### config.mk
export PLATFORM = sky130hd
export DESIGN_NAME = stp_watch_ctrl
export DESIGN_NICKNAME = d
export VERILOG_FILES = /design/src/rtl/stp_watch_ctrl.sv
export SDC_FILE = /design/constraint.sdc
export NUM_CORES = 1
export LEC_CHECK = 0
export CORE_UTILIZATION = 60
export DETAILED_ROUTE_END_ITERATION = 8
export GPL_TIMING_DRIVEN = 1
export PLACE_DENSITY = 0.78
export SYNTH_ARGS = -nofsm -noshare
export SYNTH_HDL_FRONTEND = slang
export SYNTH_SLANG_ARGS = --single-unit
### constraint.sdc
create_clock -name CLK -period 4.8 [get_ports CLK]
set_clock_uncertainty 0.05 [all_clocks]
set_input_delay 0.72 -clock CLK [delete_from_list [all_inputs] [get_ports CLK]]
set_output_delay 0.72 -clock CLK [all_outputs]
set_load 0.02 [all_outputs]
### src/rtl/stp_watch_ctrl.sv
// stp_watch_ctrl: stopwatch control with start/stop/clear buttons, prescaled
// one-second tick, mm:ss counters and an hour-carry pulse.
// Optional lap capture is built when the macro STP_LAP_CAPTURE_EN is defined.
module stp_watch_ctrl #(
  parameter int unsigned TICK_DIV = 50_000_000
) (
  input  logic       CLK,
  input  logic       rst_n,
  input  logic       btn_start_stop,
  input  logic       btn_clear,
  output logic [5:0] sec,
  output logic [5:0] min,
  output logic       count_up_hr,
  output logic       rst_counters,
  output logic       running
`ifdef STP_LAP_CAPTURE_EN
  ,
  input  logic       btn_lap,
  output logic [5:0] lap_sec,
  output logic [5:0] lap_min,
  output logic       lap_valid
`endif
);

  localparam int unsigned PW = 26;
  localparam int unsigned CW = 6;
  localparam logic [PW-1:0] TICK_LAST = PW'(TICK_DIV - 1);
  localparam logic [CW-1:0] MAX_CNT   = CW'(59);

  typedef enum logic [1:0] {
    S_IDLE  = 2'd0,
    S_RUN   = 2'd1,
    S_PAUSE = 2'd2
  } state_t;

  state_t          r_state;
  state_t          w_state_nxt;
  logic            r_start_q;
  logic            r_clear_q;
  logic [PW-1:0]   r_presc;
  logic [CW-1:0]   r_sec;
  logic [CW-1:0]   r_min;
  logic            r_count_up_hr;
  logic            r_rst_counters;
  logic            r_running;
  logic            w_start_ev;
  logic            w_clear_ev;
  logic            w_do_clear;
  logic            w_tick;

  assign w_start_ev = btn_start_stop & ~r_start_q;
  assign w_clear_ev = btn_clear & ~r_clear_q;
  assign w_tick     = (r_state == S_RUN) && (r_presc == TICK_LAST);

  assign sec          = r_sec;
  assign min          = r_min;
  assign count_up_hr  = r_count_up_hr;
  assign rst_counters = r_rst_counters;
  assign running      = r_running;

  // One registered copy per button for rising-edge detection
  always_ff @(posedge CLK or negedge rst_n) begin
    if (!rst_n) begin
      r_start_q <= 1'b0;
      r_clear_q <= 1'b0;
    end else begin
      r_start_q <= btn_start_stop;
      r_clear_q <= btn_clear;
    end
  end

  // State register
  always_ff @(posedge CLK or negedge rst_n) begin
    if (!rst_n) r_state <= S_IDLE;
    else        r_state <= w_state_nxt;
  end

  // Next state; clear beats start outside RUN, start beats clear in RUN
  always_comb begin
    w_state_nxt = r_state;
    w_do_clear  = 1'b0;
    unique case (r_state)
      S_IDLE: begin
        if (w_clear_ev)      w_do_clear  = 1'b1;
        else if (w_start_ev) w_state_nxt = S_RUN;
      end
      S_RUN: begin
        if (w_start_ev) w_state_nxt = S_PAUSE;
      end
      S_PAUSE: begin
        if (w_clear_ev) begin
          w_do_clear  = 1'b1;
          w_state_nxt = S_IDLE;
        end else if (w_start_ev) begin
          w_state_nxt = S_RUN;
        end
      end
      default: w_state_nxt = S_IDLE;
    endcase
  end

  // Prescaler and mm:ss counters; counting keys off the current state so a
  // tick on the edge that enters PAUSE is still applied
  always_ff @(posedge CLK or negedge rst_n) begin
    if (!rst_n) begin
      r_presc <= '0;
      r_sec   <= '0;
      r_min   <= '0;
    end else if (w_do_clear) begin
      r_presc <= '0;
      r_sec   <= '0;
      r_min   <= '0;
    end else if (r_state == S_RUN) begin
      if (w_tick) begin
        r_presc <= '0;
        if (r_sec == MAX_CNT) begin
          r_sec <= '0;
          r_min <= (r_min == MAX_CNT) ? '0 : r_min + CW'(1);
        end else begin
          r_sec <= r_sec + CW'(1);
        end
      end else begin
        r_presc <= r_presc + PW'(1);
      end
    end else if (r_state == S_IDLE) begin
      r_presc <= '0;
    end
  end

  // Registered status and pulse outputs
  always_ff @(posedge CLK or negedge rst_n) begin
    if (!rst_n) begin
      r_count_up_hr  <= 1'b0;
      r_rst_counters <= 1'b0;
      r_running      <= 1'b0;
    end else begin
      r_count_up_hr  <= w_tick && (r_sec == MAX_CNT) && (r_min == MAX_CNT);
      r_rst_counters <= w_do_clear;
      r_running      <= (w_state_nxt == S_RUN);
    end
  end

`ifdef STP_LAP_CAPTURE_EN
  logic          r_lap_q;
  logic [CW-1:0] r_lap_sec;
  logic [CW-1:0] r_lap_min;
  logic          r_lap_valid;
  logic          w_lap_ev;

  assign w_lap_ev  = btn_lap & ~r_lap_q;
  assign lap_sec   = r_lap_sec;
  assign lap_min   = r_lap_min;
  assign lap_valid = r_lap_valid;

  // Lap capture: latch the live count on a lap event while running
  always_ff @(posedge CLK or negedge rst_n) begin
    if (!rst_n) begin
      r_lap_q     <= 1'b0;
      r_lap_sec   <= '0;
      r_lap_min   <= '0;
      r_lap_valid <= 1'b0;
    end else begin
      r_lap_q <= btn_lap;
      if (w_do_clear) begin
        r_lap_sec   <= '0;
        r_lap_min   <= '0;
        r_lap_valid <= 1'b0;
      end else if (w_lap_ev && (r_state == S_RUN)) begin
        r_lap_sec   <= r_sec;
        r_lap_min   <= r_min;
        r_lap_valid <= 1'b1;
      end
    end
  end
`endif

endmodule

==> metrics.csv, run 1 <==
stage;metric;value;unit
yosys;proportion of synthesized chip area in sequential cells;45.7;%
yosys;number of enable flip-flop cells after synthesis;0;
yosys;main flop type after synthesis;dfrtp_1;
finish;most frequent cells in the layout;dfrtp_1 (45), nand3_1 (21), nand2_1 (20), nor2_1 (20), clkdlybuf4s50_1 (17);
grt;initial antenna violation count;0;
grt;global routing usage on met1;35.3;%
placed_design;Port Buffer Count;18;
floorplan;initial core utilization;64.9;%
floorplan;Die ar.;0.00437;sq mm
run;max cap viols;0;
yosys;Seq cells post-synth;45;
grt;layer with the highest usage;met2;
grt;largest net degree at the start of global routing;46;
routing;post-detailed-route via-to-cell ratio;6.27;
grt;total global routing overflow;0;
critical_path;Critical Path RT;4980;ps
timing;minimum period implied by the final worst setup slack;2690;ps
routing;aggregate routed wire length;5340;um
yosys;post-synthesis average cell area;9.33;sq um
yosys;Post-Syn Nets;272;
finish;share of final-layout standard cells stronger than drive strength 1;6.03;%
clocking;postcts setup bufs;0;
critical_path;Worst setup EP type;flop;
routing;DR iter-0 viols;176;
clocking;number of H-tree levels;2;
placed_design;Post-DP HPWL;3650;um
power;leakage power figure;1.14;nW
power;power density normalized to cell area;360;mW/mm^2
timing;unrepaired setup endpoints after global routing;false;
grt;gr usage total;27.5;%
routing;vias post-DR;2068;
worst_hold_path;HP Class;reg -> reg;
placed_design;placer's final routability congestion estimate;0.865;
timing;transition time of the tightest slew-check pin;973;ps
grt;first-pass GRT wire length;9020;um
yosys;post-synthesis instance area;0.00246;sq mm
finish;most frequent standard cell in the layout excluding fill and tap cells;dfrtp_1;
critical_path;classification of the worst setup path;in -> reg;
timing;Max Freq;0.372;GHz
routing;Post-DRT Antenna Nets;0;
critical_path;top fanout value on the critical path;12;
finish;post-layout instance area;0.00279;sq mm
floorplan;floorplan core area;0.00380;sq mm
yosys;combinational family with the most area after synthesis;simple AND/OR/NAND/NOR gates;
critical_path;arrival time of data at the critical path endpoint;2860;ps
clocking;clock tree from TritonCTS;done;
yosys;simple-gate area share of the yosys netlist;29.4;%
yosys;cell type with the highest aggregate area in the netlist;dfrtp_1;
placed_design;post-place instance area;0.00267;sq mm
timing;Slew headroom;35.1;%
power;Power Total;1.00;mW
routing;count of unresolved DRC violations after routing;0;
grt;number of global-route vias before repair;1963;
yosys;synth top area cells;dfrtp_1 (46%), nand3_1 (4.3%), a21oi_1 (3.3%);
yosys;area share of the largest cell type after synthesis;45.7;%
grt;met3 Resource Use GR;5.17;%
yosys;asr flop ratio synth;100;%
floorplan;Die X-Extent;66.1;um
yosys;multiplexer share of the synthesized area;2.13;%
yosys;Cells after Synth;264;
critical_path;Worst setup SP type;input pin;
finish;number of filler instances in the final layout;300;
finish;synthesis-to-layout area growth;13.1;%
finish;total inserted antenna cells;0;
clocking;CTS Buf Count;5;
routing;drt pass-1 iters;4;
timing;Final Max Tran Viols;0;
yosys;count of synthesis-stage warnings from yosys;0;
yosys;distinct cell type count of the synthesized netlist;52;
clocking;library cell used as clock root buffer;clkbuf_8;
routing;wire length per cell after detailed routing;16.2;um
clocking;post-cts repair resize count;0;
floorplan;standard-cell row count;22;
clocking;clock-pin slew reported for the worst setup and hold paths after clock tree synthesis;80;ps
finish;Layout Nets;289;
yosys;synthesized-area fraction occupied by adder cells;2.03;%
timing;share of the clock period used by the worst path after layout;56.0;%
floorplan;height of the die;66.1;um
clocking;later-pin clock latency in the skew report;300;ps
timing;total negative setup slack;0;ps
timing;Setup Viol. Count Final;0;
grt;GRT met2 Usage;46.9;%
yosys;compound-cell area share of the yosys netlist;15.8;%
clocking;Hold-fix buffers, CTS;0;
power;maximum resistive drop on vdd;278;uV
clocking;maximum clock path buffer count;2;
run_status;status;finished clean;
floorplan;number of ports placed on the die boundary;19;
timing;final hold violation count;0;
clocking;Clock Sinks;45;
yosys;xor and xnor fraction of the mapped netlist area;1.78;%
synth_stat cells (2+ instances only):
cell type and count:
nand4_1 7, or3_1 8, a41oi_1 2, and3_1 7
buf_2 2, ha_1 4, nor4_1 3, nor2_1 20
o211ai_1 4, nand2_1 20, mux2i_1 3, inv_1 10
o31ai_1 4, dfrtp_1 45, o21ai_0 16, a21oi_1 16
or3b_1 2, nor3b_1 3, a31oi_1 10, o21ai_1 2
o31a_1 2, nand4b_1 2, nand2b_1 4, nor3_1 6
nand3_1 21, and2_1 2, and4_1 4, xnor2_1 4
mux2_2 2, clkbuf_1 7
sequential cells by signal (all words and copies together), names as in the netlist:
name and cells:
r_presc 26, min 6, sec 6, r_state 2, count_up_hr 1, r_clear_q 1
r_start_q 1, rst_counters 1, running 1
final timing paths:
kind	start	endpoint	slack, ps	cells after the start
setup / recovery	btn_clear	r_presc[15]	2110	6
hold / removal	r_presc[22]	r_presc[22]	460	1
setup reg to reg	r_presc[0]	r_presc[13]	2440	6
hold reg to reg	r_presc[22]	r_presc[22]	460	1
max in group asynchronous	rst_n	r_presc[16]	3570	1
min in group asynchronous	rst_n	r_state[0]	520	1
cell type report:
class	instances	area (sq um)	area share [%]
multi-input cells	199	1260	45.2
flip-flops and latches	45	1130	40.4
repair buffers	19	183	6.56
clock buffers	7	86.3	3.10
well taps	48	60.1	2.16
inverters	11	41.3	1.48
clock inverters	1	30.0	1.08
critical path: stages:
cell	delay, ps
clkdlybuf4s50_1	500
or3b_1	530
nand2_1	420
nand3_1	210
or3_1	340
a21oi_1	140
power breakdown:
group / internal, mW / total, mW / leakage [nW] / switching (mW)
registers: 0.413 / 0.457 / 0.617 / 0.0446
clock network: 0.170 / 0.296 / 0.0585 / 0.126
logic: 0.0839 / 0.250 / 0.466 / 0.166
total: 0.666 / 1.00 / 1.14 / 0.337
logic make-up after synthesis:
kind of cell | Yosys count
mux | 5
buf+inv | 20
fa+ha+maj | 4
flops | 45
simple gates | 122
xor+xnor | 5
compound gates | 63
per-layer routing:
layer	up-vias	part of all wire (%)
met5	-	0
met4	0	0.51
met3	2	5.0
met2	62	49
met1	987	45
li1	1017	-
through the flow:
stage	setup WS (ps)	cells	utilization, %	hold WS, ps
after floorplan	2600	264	-	374
after global placement	1860	322	70.3	454
after detailed placement	1800	322	70.3	445
after CTS	2120	330	73.4	457
after global routing	1970	330	73.4	492
final	2110	330	73.4	458
Power figures use the tool's default switching activity.
==> run 2, diff against run 1 <==
--- a/config.mk
+++ b/config.mk
@@ -5,10 +5,10 @@
 export SDC_FILE = /design/constraint.sdc
 export NUM_CORES = 1
 export LEC_CHECK = 0
-export CORE_UTILIZATION = 60
+export CORE_UTILIZATION = 58
 export DETAILED_ROUTE_END_ITERATION = 8
 export GPL_TIMING_DRIVEN = 1
-export PLACE_DENSITY = 0.78
+export PLACE_DENSITY = 0.75
 export SYNTH_ARGS = -nofsm -noshare
 export SYNTH_HDL_FRONTEND = slang
 export SYNTH_SLANG_ARGS = --single-unit
==> constraint.sdc (replaced) <==
create_clock -name CLK -period 2.8 [get_ports CLK]
set_clock_uncertainty 0.05 [all_clocks]
set_input_delay 0.42 -clock CLK [delete_from_list [all_inputs] [get_ports CLK]]
set_output_delay 0.42 -clock CLK [all_outputs]
set_load 0.02 [all_outputs]
==> metrics.csv, run 2 (synthesis results as in run 1) <==
stage;metric;value;unit;change
routing;aggregate routed wire length;5550;um;was 5340 um
timing;transition time of the tightest slew-check pin;1010;ps;was 973 ps
clocking;later-pin clock latency in the skew report;300;ps;about the same
critical_path;classification of the worst setup path;reg -> reg;;was in -> reg
routing;post-detailed-route via-to-cell ratio;6.35;;was 6.27
finish;post-layout instance area;0.00277;sq mm;was 0.00279 sq mm
critical_path;Worst setup SP type;flop;;was input pin
critical_path;Critical Path RT;2930;ps;was 4980 ps
power;power share of the combinational group;27.2;%;was 24.9%
floorplan;Die X-Extent;67.2;um;was 66.1 um
clocking;number of H-tree levels;2;;unchanged
finish;most frequent standard cell in the layout excluding fill and tap cells;dfrtp_1;;unchanged
run_status;status;finished clean;;unchanged
power;maximum resistive drop on vdd;411;uV;was 278 uV
critical_path;Buf/Inv on CP;0;;was 1
critical_path;max incr delay on CP;460;ps;was 530 ps
timing;final hold violation count;0;;unchanged
clocking;post-cts repair resize count;0;;unchanged
timing;Slew headroom;33.0;%;was 35.1%
finish;most frequent cells in the layout;dfrtp_1 (45), nand3_1 (21), nand2_1 (20), nor2_1 (20), clkdlybuf4s50_1 (17);;unchanged
power;switching part of the total;36.1;%;was 33.6%
timing;total negative setup slack;0;ps;unchanged
critical_path;Worst setup EP type;flop;;unchanged
routing;drt pass-1 iters;4;;unchanged
timing;final worst setup slack;412;ps;was 2110 ps
finish;synthesis-to-layout area growth;12.4;%;was 13.1%
floorplan;initial core utilization;61.1;%;was 64.9%
power;Power Total;1.61;mW;was 1.00 mW
critical_path;critical path's slowest cell;dfrtp_1;;was or3b_1
routing;Post-DRT Antenna Nets;0;;unchanged
finish;combined area of the multi-input logic cells;0.00126;sq mm;unchanged
finish;footprint of the flip-flops and latches;0.00113;sq mm;unchanged
routing;wire length per cell after detailed routing;16.6;um;was 16.2 um
critical_path;arrival time of data at the critical path endpoint;2520;ps;was 2860 ps
timing;Max Freq;0.419;GHz;
routing;DR iter-0 viols;179;;was 176
run;max cap viols;0;;unchanged
grt;number of global-route vias before repair;2024;;was 1963
grt;gr usage total;27.7;%;was 27.5%
timing;minimum period implied by the final worst setup slack;2390;ps;
finish;Layout Nets;291;;was 289
critical_path;Top delay family on crit path;compound AO/OA/AOI/OAI gates;;was simple AND/OR/NAND/NOR gates
clocking;CTS Buf Count;5;;unchanged
grt;initial antenna violation count;0;;unchanged
worst_hold_path;HP Class;in -> async;;was reg -> reg
placed_design;placer's final routability congestion estimate;0.887;;was 0.865
clocking;maximum clock path buffer count;2;;unchanged
clocking;library cell used as clock root buffer;clkbuf_8;;unchanged
critical_path;Critical Path, Cell by Cell;ha_1 -> nand3_1 -> nor3_2 -> a21o_1 -> nand2_1 -> a311o_1;;was clkdlybuf4s50_1 -> or3b_1 -> nand2_1 -> nand3_1 -> or3_1 -> a21oi_1
finish;number of filler instances in the final layout;341;;was 300
floorplan;floorplan core area;0.00403;sq mm;was 0.00380 sq mm
finish;share of final-layout standard cells stronger than drive strength 1;6.69;%;was 6.03%
floorplan;standard-cell row count;23;;was 22
finish;register name with the most flops;r_presc;;unchanged
placed_design;setup slack at placement;355;ps;was 1800 ps
placed_design;post-place instance area;0.00269;sq mm;was 0.00267 sq mm
routing;vias post-DR;2121;;was 2068
clocking;Clock Sinks;45;;unchanged
timing;unrepaired setup endpoints after global routing;false;;unchanged
timing;share of the clock period used by the worst path after layout;85.3;%;
clocking;clock tree from TritonCTS;done;;unchanged
clocking;postcts setup bufs;0;;unchanged
grt;total global routing overflow;0;;unchanged
floorplan;Die ar.;0.00451;sq mm;was 0.00437 sq mm
floorplan;height of the die;67.2;um;was 66.1 um
power;leakage power figure;1.14;nW;about the same
power;switching power total;582;uW;was 337 uW
grt;first-pass GRT wire length;9310;um;was 9020 um
floorplan;number of ports placed on the die boundary;19;;unchanged
power;internal power of the cells;1.03;mW;was 666 uW
placed_design;Post-DP HPWL;3840;um;was 3650 um
finish;max reg flops;26;;unchanged
finish;total inserted antenna cells;0;;unchanged
timing;final-layout worst hold slack;222;ps;was 458 ps
timing;Final Max Tran Viols;0;;unchanged
clocking;Hold-fix buffers, CTS;0;;unchanged
timing;Setup Viol. Count Final;0;;unchanged
power;fraction of power consumed by the clock network;24.3;%;was 29.5%
power;Flop pwr share;48.5;%;was 45.6%
critical_path;top fanout value on the critical path;12;;unchanged
clocking;clock-pin slew reported for the worst setup and hold paths after clock tree synthesis;80;ps;about the same
grt;largest net degree at the start of global routing;46;;unchanged
power;power density normalized to cell area;582;mW/mm^2;was 360 mW/mm^2
placed_design;Port Buffer Count;18;;unchanged
routing;count of unresolved DRC violations after routing;0;;unchanged
[run 2: changes by cell type in the layout (fill, tap and decap cells not counted), sizes merged]
cell and delta:
buf +2, bufinv -1, clkbuf -1, clkinv +2
[run 2: per-stage QoR]
stage	std cells	utilization, %
after floorplan	264	-
after global placement	326	66.7
after detailed placement	326	66.7
after CTS	334	68.8
after global routing	334	68.8
final	334	68.8
[run 2: final cells by class]
cell class | count | area share, %
clock inverters | 2 | 0.361
clock buffers | 6 | 2.62
inverters | 11 | 1.49
well taps | 50 | 2.26
flip-flops and latches | 45 | 40.7
multi-input cells | 199 | 45.5
repair buffers | 21 | 7.14
[run 2: final timing paths]
| check | endpoint | slack, ps | cells after the start | from |
|---|---|---|---|---|
| max | r_presc[13] | 410 | 6 | r_presc[0] |
| min | sec[3] | 220 | 1 | rst_n |
| max reg2reg | r_presc[13] | 410 | 6 | r_presc[0] |
| min reg2reg | r_presc[22] | 460 | 1 | r_presc[22] |
| max in group asynchronous | rst_counters | 1840 | 1 | rst_n |
| min in group CLK | r_presc[22] | 460 | 1 | r_presc[22] |
[run 2: routing by layer]
metal	global-route usage [%]	share of wire, %
met4	10.4	2.3
met1	36.7	45
met2	46.0	48
met5	0	0
met3	3.55	3.9
[run 2: power groups by stage]
stage	Clock [mW]	Sequential [mW]	Combinational, mW
6_report	0.391	0.782	0.439
5_1_grt	0.423	0.793	0.491
4_1_cts	0.399	0.780	0.439
3_5_place_dp	0	0.793	0.439
3_3_place_gp	0	0.790	0.428
2_1_floorplan	0	0.782	0.304
[run 2: worst register-to-register path, delay by kind of cell, from the launching register on]
kind / cells / cell delay (ps)
flip-flops: 1 / 460
AND/OR/NAND/NOR: 3 / 740
adder cells (fa/ha/maj): 1 / 260
AO/OA/AOI/OAI: 2 / 760
==> run 3, diff against run 2 <==
==> constraint.sdc (replaced) <==
create_clock -name CLK -period 2.8 [get_ports CLK]
set_clock_uncertainty 0.05 [all_clocks]
set_input_delay 0.56 -clock CLK [delete_from_list [all_inputs] [get_ports CLK]]
set_output_delay 0.56 -clock CLK [all_outputs]
set_load 0.02 [all_outputs]
==> metrics.csv, run 3 (synthesis results as in run 1) <==
stage;metric;value;unit;change
routing;wire length per cell after detailed routing;16.2;um;was 16.6 um
power;power share of the combinational group;26.9;%;was 27.2%
critical_path;top fanout value on the critical path;10;;was 12
power;switching part of the total;33.4;%;was 36.1%
finish;number of filler instances in the final layout;332;;was 341
timing;Setup Viol. Count Final;0;;unchanged
routing;count of unresolved DRC violations after routing;0;;unchanged
power;switching power total;588;uW;was 582 uW
finish;combined area of the multi-input logic cells;0.00126;sq mm;unchanged
timing;total negative setup slack;0;ps;unchanged
clocking;Hold-fix buffers, CTS;0;;unchanged
critical_path;arrival time of data at the critical path endpoint;2470;ps;was 2520 ps
routing;aggregate routed wire length;5490;um;was 5550 um
clocking;postcts setup bufs;0;;unchanged
clocking;CTS Buf Count;5;;unchanged
critical_path;critical path's slowest cell;dfrtp_1;;unchanged
timing;Slew headroom;62.8;%;was 33.0%
routing;Post-DRT Antenna Nets;0;;unchanged
timing;minimum period implied by the final worst setup slack;2360;ps;was 2390 ps
timing;final-layout worst hold slack;281;ps;was 222 ps
timing;share of the clock period used by the worst path after layout;84.4;%;was 85.3%
placed_design;post-place instance area;0.00272;sq mm;was 0.00269 sq mm
power;maximum resistive drop on vdd;401;uV;was 411 uV
placed_design;Post-DP HPWL;3940;um;was 3840 um
timing;Max Freq;0.423;GHz;was 0.419 GHz
finish;most frequent cells in the layout;dfrtp_1 (45), nand3_1 (21), nand2_1 (20), nor2_1 (20), clkdlybuf4s50_1 (17);;unchanged
worst_hold_path;HP Class;in -> async;;unchanged
timing;final hold violation count;0;;unchanged
finish;footprint of the flip-flops and latches;0.00113;sq mm;unchanged
critical_path;Critical Path, Cell by Cell;ha_1 -> nand3_1 -> nor3_2 -> a21oi_1 -> buf_4 -> nor2_1 -> nor2_1;;was ha_1 -> nand3_1 -> nor3_2 -> a21o_1 -> nand2_1 -> a311o_1
finish;most frequent standard cell in the layout excluding fill and tap cells;dfrtp_1;;unchanged
critical_path;Worst setup EP type;flop;;unchanged
clocking;Clock Sinks;45;;unchanged
critical_path;depth of the worst register-to-register path;7;;was 6
power;fraction of power consumed by the clock network;28.7;%;was 24.3%
critical_path;max incr delay on CP;480;ps;was 460 ps
run_status;status;finished clean;;unchanged
routing;vias post-DR;2119;;was 2121
timing;unrepaired setup endpoints after global routing;false;;unchanged
clocking;later-pin clock latency in the skew report;290;ps;was 300 ps
timing;Final Max Tran Viols;0;;unchanged
timing;final worst setup slack;437;ps;was 412 ps
floorplan;number of ports placed on the die boundary;19;;unchanged
power;Flop pwr share;44.5;%;was 48.5%
critical_path;Critical Path RT;2910;ps;was 2930 ps
floorplan;standard-cell row count;23;;unchanged
grt;first-pass GRT wire length;9300;um;was 9310 um
routing;drt pass-1 iters;5;;was 4
floorplan;initial core utilization;61.1;%;unchanged
grt;largest net degree at the start of global routing;46;;unchanged
power;internal power of the cells;1.17;mW;was 1.03 mW
floorplan;Die ar.;0.00451;sq mm;unchanged
clocking;post-cts repair resize count;0;;unchanged
finish;total inserted antenna cells;0;;unchanged
finish;share of final-layout standard cells stronger than drive strength 1;7.99;%;was 6.69%
critical_path;cell with the most instances on the worst path;nor2_1;;
finish;max reg flops;26;;unchanged
grt;total global routing overflow;0;;unchanged
finish;register name with the most flops;r_presc;;unchanged
floorplan;Die X-Extent;67.2;um;unchanged
critical_path;classification of the worst setup path;reg -> reg;;unchanged
timing;transition time of the tightest slew-check pin;558;ps;was 1010 ps
power;power density normalized to cell area;622;mW/mm^2;was 582 mW/mm^2
run;max cap viols;0;;unchanged
finish;fin util;70.3;%;was 68.8%
clocking;maximum clock path buffer count;2;;unchanged
placed_design;setup slack at placement;283;ps;was 355 ps
routing;post-detailed-route via-to-cell ratio;6.27;;was 6.35
clocking;number of H-tree levels;2;;unchanged
routing;DR iter-0 viols;151;;was 179
power;leakage power figure;1.17;nW;was 1.14 nW
finish;post-layout instance area;0.00283;sq mm;was 0.00277 sq mm
critical_path;Worst setup SP type;flop;;unchanged
placed_design;placer's final routability congestion estimate;0.874;;was 0.887
grt;gr usage total;27.7;%;about the same
clocking;clock-pin slew reported for the worst setup and hold paths after clock tree synthesis;90;ps;was 80 ps
floorplan;height of the die;67.2;um;unchanged
clocking;library cell used as clock root buffer;clkbuf_8;;unchanged
placed_design;Port Buffer Count;18;;unchanged
finish;synthesis-to-layout area growth;15.0;%;was 12.4%
finish;Layout Nets;295;;was 291
floorplan;floorplan core area;0.00403;sq mm;unchanged
clocking;clock tree from TritonCTS;done;;unchanged
grt;number of global-route vias before repair;2000;;was 2024
grt;initial antenna violation count;0;;unchanged
-- run 3: cell types whose count changed in the layout (fill, tap and decap cells not counted) --
cell and change:
clkbuf_8 +1, buf_4 +4, clkinv_2 -2, bufinv_16 +1
-- run 3: worst paths after layout --
path	start	end	slack, ps
max	r_presc[0]	r_presc[10]	440
min	rst_n	running	280
max reg2reg	r_presc[0]	r_presc[10]	440
min reg2reg	r_presc[22]	r_presc[22]	460
max in group asynchronous	rst_n	r_presc[9]	2030
min in group CLK	r_presc[22]	r_presc[22]	460
-- run 3: through the flow --
step / instances / total power [mW]
final: 338 / 1.76
after global placement: 330 / 1.25
after floorplan: 264 / 1.09
after CTS: 338 / 1.76
after global routing: 338 / 1.86
after detailed placement: 330 / 1.26
-- run 3: power by group through the flow --
stage / clock (mW) / combinational [mW] / sequential (mW)
detailed placement: 0 / 0.466 / 0.794
floorplan: 0 / 0.304 / 0.782
global route: 0.534 / 0.528 / 0.794
finish: 0.505 / 0.473 / 0.784
CTS: 0.511 / 0.471 / 0.782
global placement: 0 / 0.459 / 0.792
-- run 3: worst max-delay path: cells and delay by family (launching register included) --
family / cells / cell delay (ps)
buffers and inverters: 1 / 210
adder cells (fa/ha/maj): 1 / 260
AO/OA/AOI/OAI: 1 / 160
AND/OR/NAND/NOR: 4 / 1070
flip-flops: 1 / 480
-- run 3: layout make-up --
| type | instances | area share [%] |
|---|---|---|
| multi-input cells | 199 | 44.5 |
| flip-flops and latches | 45 | 39.7 |
| repair buffers | 25 | 8.04 |
| clock buffers | 7 | 3.05 |
| well taps | 50 | 2.21 |
| inverters | 11 | 1.46 |
| clock inverters | 1 | 1.06 |
-- run 3: per-layer routing --
metal	GRT usage [%]	vias up	part of all wire (%)
met5	0	-	0
met3	5.57	7	3.2
met1	36.9	1038	47
met4	10.1	0	1.2
met2	44.5	43	49
li1	-	1031	-
==> variant, RTL diff (flow settings as in run 3) <==
Build with the macro `STP_LAP_CAPTURE_EN` defined.
--- a/src/rtl/stp_watch_ctrl.sv
+++ b/src/rtl/stp_watch_ctrl.sv
@@ -1,6 +1,8 @@
 // stp_watch_ctrl: stopwatch control with start/stop/clear buttons, prescaled
 // one-second tick, mm:ss counters and an hour-carry pulse.
 // Optional lap capture is built when the macro STP_LAP_CAPTURE_EN is defined.
+`define STP_LAP_CAPTURE_EN
+
 module stp_watch_ctrl #(
   parameter int unsigned TICK_DIV = 50_000_000
 ) (
Interface: changed (added btn_lap, lap_min, lap_sec and lap_valid); port bits go from 19 to 33. The function was not compared with the original's and may differ.
==> variant against run 3 <==
Setup slack got worse by 0.065 ns; sequential cell count up 14; final area rose by 24%; routed wire length rose by 17%; power grew 27%; worst hold slack worse by 0.067 ns; sequential power rose by 30%; sequential share of layout area increased by 2.3 points; non-clock buffer count grew 16; cell count rose by 21%; synthesized area increased by 18%; largest cell class is now sequential cells.
==> variant: results <==
# TYPE chip_impl_metric gauge
chip_impl_metric{name="cts_made_buffers",unit=""} 9
chip_impl_metric{name="dpl_cell_area",unit="mm^2"} 0.00334
chip_impl_metric{name="n_clock_buffer",unit=""} 14
chip_impl_metric{name="ff2ff_setup_slack",unit="ns"} 0.37
chip_impl_metric{name="layout.clock.cell_area_share",unit="%"} 4.91
chip_impl_metric{name="multi_input_area_share",unit="%"} 37.8
chip_impl_info{name="outcome",value="completed"} 1
chip_impl_metric{name="slew-limit-headroom",unit="%"} 37.6
chip_impl_metric{name="multi_input_combinational",unit=""} 214
chip_impl_metric{name="drive_gt1_share",unit="%"} 8.77
chip_impl_info{name="most_frequent_cells_after_synthesis",value="59 x dfrtp_1, 27 x nand2_1, 23 x nand3_1"} 1
chip_impl_metric{name="bufAreaShareNonClock",unit="%"} 11.6
chip_impl_info{name="post_synth_main_area_contributors",value="dfrtp_1 51%, nand3_1 4.0%, a22o_1 3.9%"} 1
chip_impl_metric{name="timing.final.crit_period",unit="ns"} 2.43
chip_impl_metric{name="critPathArrivalTime",unit="ns"} 2.64
chip_impl_metric{name="htreeDepth",unit=""} 3
chip_impl_metric{name="power.ir.vdd_worst",unit="uV"} 476
chip_impl_metric{name="layout.nets",unit=""} 346
chip_impl_metric{name="seq_power_share",unit="%"} 45.3
chip_impl_metric{name="dr.first_iter.drc_count",unit=""} 171
chip_impl_info{name="crit_slowest_cell",value="or4_1"} 1
chip_impl_metric{name="buffer_ports.inserted",unit=""} 32
chip_impl_metric{name="clkPwrFrac",unit="%"} 30.5
chip_impl_metric{name="dp_hpwl",unit="um"} 4240
chip_impl_metric{name="synth_fp_nets",unit=""} 307
chip_impl_metric{name="seq-cell-share",unit="%"} 42.0
chip_impl_metric{name="fill_cells",unit=""} 377
chip_impl_metric{name="synth.ff_latch_count",unit=""} 59
chip_impl_metric{name="buffers_excl_clock",unit=""} 41
chip_impl_metric{name="layout-area-overhead-vs-synth",unit="%"} 21.2
chip_impl_metric{name="ys_types",unit=""} 45
chip_impl_metric{name="internal_power",unit="uW"} 1510
chip_impl_metric{name="power.net_switching",unit="uW"} 740
chip_impl_metric{name="track_usage",unit="%"} 26.8
chip_impl_metric{name="p_leak",unit="uW"} 0.00146
chip_impl_metric{name="synth.yosys.seq_area_share",unit="%"} 50.9
chip_impl_metric{name="insertion_delay",unit="ns"} 0.34
chip_impl_info{name="reg2reg_to",value="min[2]$_DFFE_PN0P_"} 1
chip_impl_metric{name="met1_length",unit="um"} 2970
chip_impl_metric{name="gp_routability_congestion",unit=""} 0.878
chip_impl_metric{name="layout.area.seq",unit="mm^2"} 0.00148
-- variant: changes by cell type after synthesis, moves of 3 or more --
cell,before,now
or4_1,1,4
or3_1,8,4
o211ai_1,4,1
a22o_1,1,13
dfrtp_1,45,59
a31oi_1,10,15
nand2_1,20,27
buf_2,2,5
o31ai_1,4,0
a21oi_1,16,22
xnor2_1,4,1
xor2_1,1,5
-- variant: logic make-up (layout without fill, tap and decap cells) --
kind of cell | Yosys count | in the layout | synth area share [%]
AO/OA/AOI/OAI | 76 | 76 | 17.4
buffers and inverters | 25 | 69 | 3.45
XOR/XNOR | 6 | 6 | 1.81
multiplexers | 6 | 6 | 2.11
AND/OR/NAND/NOR | 122 | 122 | 22.6
adder cells (fa/ha/maj) | 4 | 4 | 1.73
flip-flops | 59 | 59 | 50.9
-- variant: stage by stage --
stage	instances	hold WS, ns
after floorplan	298	0.214
after global placement	393	0.428
after detailed placement	393	0.432
after CTS	409	0.229
after global routing	409	0.273
final	409	0.214
-- variant: layer usage --
metal | global-route usage, % | up-vias
met2 | 42.4 | 78
met5 | 0 | -
met3 | 5.39 | 18
met1 | 35.2 | 1156
met4 | 13.9 | 0
li1 | - | 1174
-- variant: how the worst min path moves through the flow --
stage	from	end	slack, ns	cells after the start
after global placement	lap_valid$_DFFE_PN0P_	lap_valid$_DFFE_PN0P_	0.43	2
after detailed placement	lap_sec[1]$_DFFE_PN0P_	lap_sec[1]$_DFFE_PN0P_	0.43	1
after global routing	rst_n	r_clear_q$_DFF_PN0_	0.27	1
after CTS	rst_n	r_clear_q$_DFF_PN0_	0.23	1
final	rst_n	lap_min[2]$_DFFE_PN0P_	0.21	1
after floorplan	rst_n	count_up_hr$_DFF_PN0_	0.21	0
